### src/rtl/uart_sched_pkg.sv
`default_nettype none
// ============================================================================
// Module   : uart_sched_pkg
// Brief    : Shared types and constants for the UART transmit scheduler.
// Revision : 1.0 - initial release
// ============================================================================
package uart_sched_pkg;

  typedef enum logic [2:0] {
    IDLE = 3'd0,
    LOAD = 3'd1,
    CMD  = 3'd2,
    POLL = 3'd3,
    DONE = 3'd4
  } state_t;

  localparam int CTRL_SEND_BIT = 0;
  localparam int CTRL_LEN_LSB  = 4;
  localparam int LEN_W         = 8;
  localparam int DATA_W        = 32;

  // Control word that starts a send of words 0..len.
  function automatic logic [DATA_W-1:0] ctrl_word(input logic [LEN_W-1:0] len);
    logic [DATA_W-1:0] w;
    w                          = '0;
    w[CTRL_SEND_BIT]           = 1'b1;
    w[CTRL_LEN_LSB +: LEN_W]   = len;
    return w;
  endfunction

endpackage
`default_nettype wire

### src/rtl/uart_rr_arbiter.sv
`default_nettype none
// ============================================================================
// Module   : uart_rr_arbiter
// Brief    : Combinational round-robin pick: first request at or after ptr.
// Revision : 1.0 - initial release
// ============================================================================
module uart_rr_arbiter #(
  parameter int N_REQ = 2,
  parameter int IDX_W = (N_REQ > 1) ? $clog2(N_REQ) : 1
) (
  input  logic [N_REQ-1:0] req,
  input  logic [IDX_W-1:0] ptr,
  output logic [N_REQ-1:0] gnt,
  output logic [IDX_W-1:0] idx,
  output logic             any
);

  logic [IDX_W:0]   sum;
  logic [IDX_W-1:0] cand;

  // Walk the requesters cyclically from the pointer and take the first hit.
  always_comb begin
    gnt  = '0;
    idx  = '0;
    any  = 1'b0;
    sum  = '0;
    cand = '0;
    for (int k = 0; k < N_REQ; k++) begin
      sum = {1'b0, ptr} + (IDX_W+1)'(k);
      if (sum >= (IDX_W+1)'(N_REQ)) begin
        sum = sum - (IDX_W+1)'(N_REQ);
      end
      cand = sum[IDX_W-1:0];
      if (!any && req[cand]) begin
        any       = 1'b1;
        gnt[cand] = 1'b1;
        idx       = cand;
      end
    end
  end

endmodule
`default_nettype wire

### src/rtl/uart_tx_scheduler.sv
`default_nettype none
// ============================================================================
// Module   : uart_tx_scheduler
// Brief    : Round-robin sharing of the UART register interface: loads the
//            granted requester's words, writes the send command, polls status.
// Revision : 1.0 - initial release
// ============================================================================
module uart_tx_scheduler
  import uart_sched_pkg::*;
#(
  parameter int N_REQ    = 2,
  parameter int POLL_GAP = 4
) (
  input  logic                    clk_i,
  input  logic                    reset_n_i,
  input  logic [N_REQ-1:0]        req_i,
  input  logic [N_REQ*LEN_W-1:0]  len_i,
  input  logic [N_REQ*DATA_W-1:0] word_i,
  input  logic [N_REQ-1:0]        word_valid_i,
  output logic [N_REQ-1:0]        word_ready_o,
  output logic [N_REQ-1:0]        gnt_o,
  output logic [N_REQ-1:0]        done_o,
  output logic                    busy_o,
  output logic                    wr_o,
  output logic                    reg_sel_o,
  output logic [DATA_W-1:0]       entrada_o,
  output logic [DATA_W-1:0]       addr_o,
  input  logic [DATA_W-1:0]       salida_i
);

  localparam int IDX_W = (N_REQ > 1) ? $clog2(N_REQ) : 1;
  localparam int CNT_W = $clog2(POLL_GAP + 1);

  state_t             state, state_nxt;
  logic [IDX_W-1:0]   ptr, ptr_nxt, sel, sel_nxt;
  logic [LEN_W-1:0]   len_q, len_nxt, idx, idx_nxt;
  logic [CNT_W-1:0]   cnt, cnt_nxt;
  logic [N_REQ-1:0]   ready_nxt, gnt_nxt, done_nxt;
  logic               busy_nxt, wr_nxt, reg_sel_nxt;
  logic [DATA_W-1:0]  entrada_nxt, addr_nxt;

  logic [N_REQ-1:0]   arb_gnt;
  logic [IDX_W-1:0]   arb_idx;
  logic               arb_any;

  logic [LEN_W-1:0]   lens  [N_REQ];
  logic [DATA_W-1:0]  words [N_REQ];

  // Only the send-in-progress flag of the readback is meaningful here.
  logic unused_salida;
  assign unused_salida = ^salida_i[DATA_W-1:1];

  for (genvar r = 0; r < N_REQ; r++) begin : g_unpack
    assign lens[r]  = len_i[LEN_W*r +: LEN_W];
    assign words[r] = word_i[DATA_W*r +: DATA_W];
  end

  uart_rr_arbiter #(
    .N_REQ (N_REQ),
    .IDX_W (IDX_W)
  ) u_arb (
    .req (req_i),
    .ptr (ptr),
    .gnt (arb_gnt),
    .idx (arb_idx),
    .any (arb_any)
  );

  // Next state and next values of every registered output.
  always_comb begin
    state_nxt   = state;
    ptr_nxt     = ptr;
    sel_nxt     = sel;
    len_nxt     = len_q;
    idx_nxt     = idx;
    cnt_nxt     = cnt;
    ready_nxt   = word_ready_o;
    gnt_nxt     = gnt_o;
    done_nxt    = '0;
    wr_nxt      = 1'b0;
    reg_sel_nxt = reg_sel_o;
    entrada_nxt = entrada_o;
    addr_nxt    = addr_o;
    case (state)
      IDLE: begin
        if (arb_any) begin
          state_nxt = LOAD;
          sel_nxt   = arb_idx;
          len_nxt   = lens[arb_idx];
          idx_nxt   = '0;
          gnt_nxt   = arb_gnt;
          ready_nxt = arb_gnt;
        end
      end
      LOAD: begin
        if (word_valid_i[sel] && word_ready_o[sel]) begin
          wr_nxt      = 1'b1;
          reg_sel_nxt = 1'b1;
          addr_nxt    = DATA_W'(idx);
          entrada_nxt = words[sel];
          idx_nxt     = idx + 1'b1;
          if (idx == len_q) begin
            ready_nxt = '0;
            state_nxt = CMD;
          end
        end
      end
      CMD: begin
        wr_nxt      = 1'b1;
        reg_sel_nxt = 1'b0;
        addr_nxt    = '0;
        entrada_nxt = ctrl_word(len_q);
        cnt_nxt     = '0;
        state_nxt   = POLL;
      end
      POLL: begin
        reg_sel_nxt = 1'b0;
        if (cnt == CNT_W'(POLL_GAP)) begin
          if (salida_i[0]) begin
            cnt_nxt = '0;
          end else begin
            done_nxt[sel] = 1'b1;
            state_nxt     = DONE;
          end
        end else begin
          cnt_nxt = cnt + 1'b1;
        end
      end
      DONE: begin
        gnt_nxt   = '0;
        ptr_nxt   = (sel == IDX_W'(N_REQ - 1)) ? '0 : sel + 1'b1;
        state_nxt = IDLE;
      end
      default: state_nxt = IDLE;
    endcase
    busy_nxt = (state_nxt != IDLE);
  end

  // State register plus registered outputs; reset leaves everything at zero.
  always_ff @(posedge clk_i or negedge reset_n_i) begin
    if (!reset_n_i) begin
      state        <= IDLE;
      ptr          <= '0;
      sel          <= '0;
      len_q        <= '0;
      idx          <= '0;
      cnt          <= '0;
      word_ready_o <= '0;
      gnt_o        <= '0;
      done_o       <= '0;
      busy_o       <= 1'b0;
      wr_o         <= 1'b0;
      reg_sel_o    <= 1'b0;
      entrada_o    <= '0;
      addr_o       <= '0;
    end else begin
      state        <= state_nxt;
      ptr          <= ptr_nxt;
      sel          <= sel_nxt;
      len_q        <= len_nxt;
      idx          <= idx_nxt;
      cnt          <= cnt_nxt;
      word_ready_o <= ready_nxt;
      gnt_o        <= gnt_nxt;
      done_o       <= done_nxt;
      busy_o       <= busy_nxt;
      wr_o         <= wr_nxt;
      reg_sel_o    <= reg_sel_nxt;
      entrada_o    <= entrada_nxt;
      addr_o       <= addr_nxt;
    end
  end

endmodule
`default_nettype wire

### config.mk
export PLATFORM = sky130hd
export DESIGN_NAME = uart_tx_scheduler
export DESIGN_NICKNAME = d
export VERILOG_FILES = /design/src/rtl/uart_sched_pkg.sv /design/src/rtl/uart_rr_arbiter.sv /design/src/rtl/uart_tx_scheduler.sv
export SDC_FILE = /design/constraint.sdc
export NUM_CORES = 1
export LEC_CHECK = 0
export CAP_MARGIN = 10
export CORE_UTILIZATION = 45
export CTS_BUF_LIST = sky130_fd_sc_hd__clkbuf_8
export DETAILED_ROUTE_END_ITERATION = 10
export HOLD_SLACK_MARGIN = 0.02
export PLACE_DENSITY_LB_ADDON = 0.05
export SKIP_LAST_GASP = 1
export SYNTH_ARGS = -nofsm -noshare
export SYNTH_HDL_FRONTEND = slang
export SYNTH_SLANG_ARGS = --single-unit
export TNS_END_PERCENT = 30
### constraint.sdc
create_clock -name clk_i -period 5.1 [get_ports clk_i]
set_clock_uncertainty 0.05 [all_clocks]
set_input_delay 0.51 -clock clk_i [delete_from_list [all_inputs] [get_ports clk_i]]
set_output_delay 0.51 -clock clk_i [all_outputs]
set_load 0.01 [all_outputs]
==> results.tsv, run 1 <==
stage	metric	value	unit
yosys	Yosys cell types	49	
floorplan	Rows	32	
status	status	finished, final reports clean	
critical_path	R2R Setup Slk	2930	ps
yosys	sequential share of the synthesized area	0.486	
clock_tree	hold-fix buffers at CTS	0	
route	DR WL/cell	14.2	um
global_routing	antenna violations before repair	0	
cells_and_area	fin nets	631	
critical_path	CP Data Required Time	5270	ps
critical_path	FF-to-FF End	idx[2]$_DFFE_PN0P_	
yosys	area leader, netlist	dfrtp_1	
yosys	largest cells by area after synthesis	dfrtp_1, mux2i_1, o21ai_0	
timing	TNS Setup	0	ps
route	router iterations before antenna repair	4	
critical_path	worst-path fanout max	17	
critical_path	Arr. time, crit path	2330	ps
place	HPWL Detailed	6.17	mm
clock_tree	# clock sinks	73	
clock_tree	total CTS buffers	9	
route	vias	3148	
timing	Slew headroom	0.394	
route	Final ANT Viol Nets	0	
critical_path	WP buf/inv	0	
timing	Final setup viols	0	
floorplan	Starting Density	0.477	
timing	Max Slew Vio Count	0	
critical_path	Worst R2R Start	state[0]$_DFF_PN0_	
pwr	Power Density	225	nW/um2
critical_path	CP Cell Sequence	or3b_1 -> a21oi_2 -> nand2_1 -> mux2i_1	
clock_tree	Skew-Pair Late Insertion Delay	340	ps
cells_and_area	area grow syn2layout	40.9	%
clock_tree	CTS root buf	clkbuf_8	
yosys	Yosys reg bits	73	
cells_and_area	fillcell total	648	
place	Placer Congestion	0.822	
yosys	cell area after synthesis	3760	um2
global_routing	first-pass GRT wire length	14.2	mm
pwr	Worst VDD drop	0.000145	V
cells_and_area	Antenna Cells	0	
critical_path	CP max stage cell	a21oi_2	
global_routing	vias in the first global route	3032	
critical_path	Worst Reg-to-Reg Cells	4	
critical_path	slowest stage delay, CP	620	ps
floorplan	Die Height	93.4	um
clock_tree	CTS tree	built	
pwr	Lkg Pwr	2.32	nW
route	Post-route DRC	0	
global_routing	Total GRT Usage	0.210	
timing	Fin. Hold Viols	0	
cells_and_area	commonest non-fill, non-tap cells in the layout	clkdlybuf4s50_1, dfrtp_1, nand2_1, o21ai_0, nand3_1	
timing	RSZ-0062 raised after global routing	no	
cells_and_area	share of cells above drive strength 1	0.0757	
route	Via density	5.10	
cells_and_area	commonest non-fill, non-tap cell in the layout	clkdlybuf4s50_1	
timing	maximum clock rate	461	MHz
clock_tree	Post-CTS Setup Inserts	0	
critical_path	cell family with the largest share of critical-path delay	simple AND/OR/NAND/NOR gates	
floorplan	area of the die	8720	um2
cells_and_area	Multi-input gate area	1700	um2
timing	worst-margin pin slew	909	ps
yosys	Cells after Synth	383	
critical_path	Critical Path Source Type	register	
floorplan	CORE AREA	7890	um2
place	IO buf count	135	
clock_tree	Reg clk slew, reported paths	80	ps
critical_path	CP Class	register to register	
cells_and_area	Reg area	1830	um2
route	initial DRC count	158	
yosys	share of flip-flops with an asynchronous set or reset	1.00	
hold_path	worst hold-check path type	input port to asynchronous set/reset pin	
clock_tree	post-cts sizing count	0	
yosys	Top FF cell, synth	dfrtp_1	
cells_and_area	Core Util, Final	0.672	
route	wirelength, routed	8.75	mm
global_routing	grt ovf	0	
floorplan	Top-Level Pins	191	
critical_path	Worst setup EP type	register	
global_routing	largest net degree at the start of global routing	74	
timing	min cycle time layout	2170	ps
timing	crit share post-route	0.425	
yosys	Syn Area/Cell	9.81	um2
yosys	post-synth top area share	0.486	
yosys	Yosys Warn Count	0	
job	max-cap viol count	0	
floorplan	Die Wd	93.4	um
yosys	number of flops mapped to enable cells by yosys	0	
clock_tree	H-tree lvl count	3	
clock_tree	CTS Buffer Depth	2	
==> cell families after synthesis <==
kind of cell | synth area share
compound gates | 0.122
xor+xnor | 0.0280
fa+ha+maj | 0.00999
buf+inv | 0.0842
flops | 0.486
mux | 0.115
other cells | 0.000998
simple gates | 0.154
==> cell type report <==
type                       instances  share of cell area
tap                              102              0.0241
multi-input combinational        282               0.321
clock buffer                      11              0.0286
clock inverter                     5              0.0146
inverter                           5             0.00354
timing repair buffer             139               0.263
sequential                        73               0.345
==> stage by stage <==
stage	worst slack, ps	power [mW]	instance area [um2]	hold WS (ps)	instances
global route	2760	1.24	5300	326	617
floorplan	3370	0.625	3840	164	406
CTS	2720	1.21	5280	281	616
global placement	2450	0.690	5050	410	600
finish	2930	1.19	5300	253	617
detailed placement	2400	0.691	5050	434	600
==> synthesized netlist by cell type, drive strengths merged, types with 2 or more instances <==
cell     instances
a2111oi          2
a211oi           2
xor2             8
mux2             8
dfrtp           73
nand3           39
o211ai           2
nor2b            2
inv              5
nor2            14
o21ai           55
mux2i           34
nand2           52
a22o             2
a21oi            5
a31o             2
ha               3
nand3b           2
nand2b           4
nor4             2
clkbuf           7
buf             39
xnor2            4
==> flip-flops by register name, summed over array words and instances, names as in the netlist <==
register and flops:
entrada_o 32, addr_o 8, idx 8, len_q 8
cnt 3, state 3, done_o 2, gnt_o 2
word_ready_o 2, busy_o 1, ptr 1, reg_sel_o 1
sel 1, wr_o 1
==> power breakdown <==
part,internal (mW),switching (mW)
Sequential,0.578,0
Combinational,0.0657,0.0343
Clock,0.301,0.215
==> worst max path at each step <==
stage	from	endpoint	slack (ps)	cells after the start
detailed placement	word_valid_i[0]	entrada_o[11]$_DFFE_PN0P_	2400	5
global route	state[0]$_DFF_PN0_	idx[2]$_DFFE_PN0P_	2760	4
CTS	state[0]$_DFF_PN0_	entrada_o[7]$_DFFE_PN0P_	2720	4
finish	state[0]$_DFF_PN0_	idx[2]$_DFFE_PN0P_	2930	4
global placement	word_valid_i[0]	entrada_o[6]$_DFFE_PN0P_	2450	5
floorplan	state[2]$_DFF_PN0_	idx[3]$_DFFE_PN0P_	3370	7
==> metal layers <==
layer | part of all wire | global-route usage | vias up
li1 | - | - | 1537
met1 | 0.42 | 0.271 | 1493
met2 | 0.51 | 0.348 | 108
met3 | 0.060 | 0.0447 | 10
met4 | 0.0081 | 0.0795 | 0
met5 | 0 | 0 | -
Power figures use the tool's default switching activity.
==> run 2: changes to the inputs <==
--- a/config.mk
+++ b/config.mk
@@ -6,7 +6,7 @@
 export NUM_CORES = 1
 export LEC_CHECK = 0
 export CAP_MARGIN = 10
-export CORE_UTILIZATION = 45
+export CORE_UTILIZATION = 41
 export CTS_BUF_LIST = sky130_fd_sc_hd__clkbuf_8
 export DETAILED_ROUTE_END_ITERATION = 10
 export HOLD_SLACK_MARGIN = 0.02
==> constraint.sdc (replaced) <==
create_clock -name clk_i -period 2.15 [get_ports clk_i]
set_clock_uncertainty 0.05 [all_clocks]
set_input_delay 0.215 -clock clk_i [delete_from_list [all_inputs] [get_ports clk_i]]
set_output_delay 0.215 -clock clk_i [all_outputs]
set_load 0.01 [all_outputs]
==> results.tsv, run 2 (synthesized netlist as in run 1, its figures left out) <==
stage	metric	value	unit	change
clock_tree	CTS Buffer Depth	2		unchanged
cells_and_area	commonest non-fill, non-tap cell in the layout	clkdlybuf4s50_1		
pwr	register share of total power	0.542		+0.058
route	wirelength, routed	9.07	mm	+3.6%
floorplan	Die Wd	97.7	um	+4.7%
route	vias	3157		+0.29%
global_routing	grt ovf	0		unchanged
global_routing	first-pass GRT wire length	15.4	mm	+8.1%
floorplan	Top-Level Pins	191		unchanged
critical_path	CP Class	register to register		
cells_and_area	max reg flops	32		unchanged
cells_and_area	Multi-input gate area	1700	um2	unchanged
cells_and_area	share of cells above drive strength 1	0.0825		+0.00681
pwr	Worst VDD drop	0.000258	V	+78%
pwr	Combinational Power Share	0.096		+0.012
critical_path	CP Data Required Time	2290	ps	-2980 ps
place	IO buf count	135		unchanged
clock_tree	post-cts sizing count	0		unchanged
critical_path	Critical Path Source Type	register		
pwr	Power Density	477	nW/um2	+110%
status	violated checks	DRC		
cells_and_area	commonest non-fill, non-tap cells in the layout	clkdlybuf4s50_1, dfrtp_1, nand2_1, o21ai_0, nand3_1		
cells_and_area	fin nets	640		+1.4%
critical_path	Worst Reg-to-Reg Cells	5		+1
global_routing	antenna violations before repair	0		unchanged
cells_and_area	Core Util, Final	0.603		-0.0691
timing	Final setup viols	0		unchanged
timing	maximum clock rate	538	MHz	+17%
floorplan	Die Height	97.7	um	+4.7%
pwr	internal power	1.99	mW	+110%
floorplan	area of the die	9550	um2	+9.5%
clock_tree	CTS root buf	clkbuf_8		
floorplan	Starting Density	0.427		-0.0497
place	Placer Congestion	0.797		-3.1%
cells_and_area	Reg area	1830	um2	unchanged
pwr	P_sw	543	uW	+120%
floorplan	CORE AREA	8810	um2	+12%
timing	Max Slew Vio Count	0		unchanged
global_routing	vias in the first global route	3173		+4.7%
critical_path	R2R Setup Slk	290	ps	-2640 ps
status	status	finished, violations left		
critical_path	worst-path fanout max	49		+32
clock_tree	hold-fix buffers at CTS	1		+1
pwr	Lkg Pwr	2.34	nW	+0.69%
clock_tree	# clock sinks	73		unchanged
route	Via density	5.02		-1.6%
timing	RSZ-0062 raised after global routing	no		
timing	Slew headroom	0.602		+0.208
hold_path	worst hold-check path type	input port to asynchronous set/reset pin		
timing	hold slack	373	ps	+120 ps
cells_and_area	area grow syn2layout	41.2	%	
place	HPWL Detailed	6.60	mm	+7.0%
floorplan	Rows	34		+6.3%
timing	worst-margin pin slew	597	ps	-311 ps
clock_tree	Skew-Pair Late Insertion Delay	340	ps	about the same
route	Post-route DRC	16		+16
clock_tree	H-tree lvl count	3		unchanged
route	router iterations before antenna repair	7		+3
route	Final ANT Viol Nets	0		unchanged
timing	crit share post-route	0.865		+0.440
clock_tree	total CTS buffers	9		unchanged
critical_path	Worst R2R Start	state[2]$_DFF_PN0_		
global_routing	largest net degree at the start of global routing	50		-32%
global_routing	Total GRT Usage	0.203		-0.00795
job	max-cap viol count	0		unchanged
cells_and_area	Antenna Cells	0		unchanged
route	DR WL/cell	14.4	um	+1.6%
critical_path	Arr. time, crit path	2000	ps	-330 ps
critical_path	Worst setup EP type	register		
timing	TNS Setup	0	ps	unchanged
clock_tree	CTS tree	built		
clock_tree	Reg clk slew, reported paths	70	ps	about the same
pwr	switching share of power	0.214		+0.00562
timing	Fin. Hold Viols	0		unchanged
clock_tree	Post-CTS Setup Inserts	0		unchanged
cells_and_area	Top reg by flops	entrada_o		
pwr	Clock power frac	0.362		-0.070
critical_path	FF-to-FF End	entrada_o[0]$_DFFE_PN0P_		
route	initial DRC count	125		-21%
cells_and_area	fillcell total	800		+23%
timing	min cycle time layout	1860	ps	-308 ps
## run 2: cell types whose count changed in the layout (fill, tap and decap cells not counted)
cell and delta:
clkinvlp_4 -1, bufinv_16 -2, buf_4 +8, dlygate4sd3_1 +1
clkinv_2 -1, inv_1 +1
## run 2: cell type report
cell class / instances / share of cell area
Timing Repair Buffer: 148 / 0.275
Inverter: 5 / 0.00354
Clock buffer: 11 / 0.0285
Clock inverter: 2 / 0.00165
Multi-Input combinational cell: 282 / 0.321
Sequential cell: 73 / 0.344
Tap cell: 108 / 0.0255
## run 2: metrics by stage
step                setup WS [ps]  instance area [um2]  power, mW  cells
finish                        291                 5310       2.53    629
global route                  163                 5310       2.62    629
CTS                           273                 5310       2.56    629
detailed placement            138                 5140       1.64    615
global placement              166                 5140       1.64    615
floorplan                     422                 3840       1.48    406
## run 2: metal layers
metal  global-route usage  wire [um]  up-vias
met4               0.0490         61        0
met2                0.350       4440       96
met3               0.0565        472        8
met1                0.251       4090     1501
li1                     -          -     1552
met5                    0          0        -
## run 2: critical path: stages (launching register included)
cell and delay (ps):
dfrtp_1 430, or3b_1 420, a21o_2 380, buf_12 260, nand2_1 80, o211ai_1 90
## run 2: how the worst max path moves through the flow
stage	start	to	slack, ps	cells after the start
after global routing	state[2]$_DFF_PN0_	entrada_o[20]$_DFFE_PN0P_	160	5
final	state[2]$_DFF_PN0_	entrada_o[0]$_DFFE_PN0P_	290	5
after detailed placement	word_valid_i[0]	entrada_o[0]$_DFFE_PN0P_	140	6
after global placement	word_valid_i[0]	entrada_o[0]$_DFFE_PN0P_	170	6
after CTS	state[2]$_DFF_PN0_	entrada_o[0]$_DFFE_PN0P_	270	5
after floorplan	state[2]$_DFF_PN0_	idx[3]$_DFFE_PN0P_	420	7
## run 2: power by group through the flow
stage / Sequential (mW) / Clock (mW) / Combinational, mW
after floorplan: 1.40 / 0 / 0.0829
after global placement: 1.40 / 0 / 0.243
after global routing: 1.37 / 0.983 / 0.269
after CTS: 1.37 / 0.939 / 0.248
final: 1.37 / 0.916 / 0.244
after detailed placement: 1.40 / 0 / 0.245
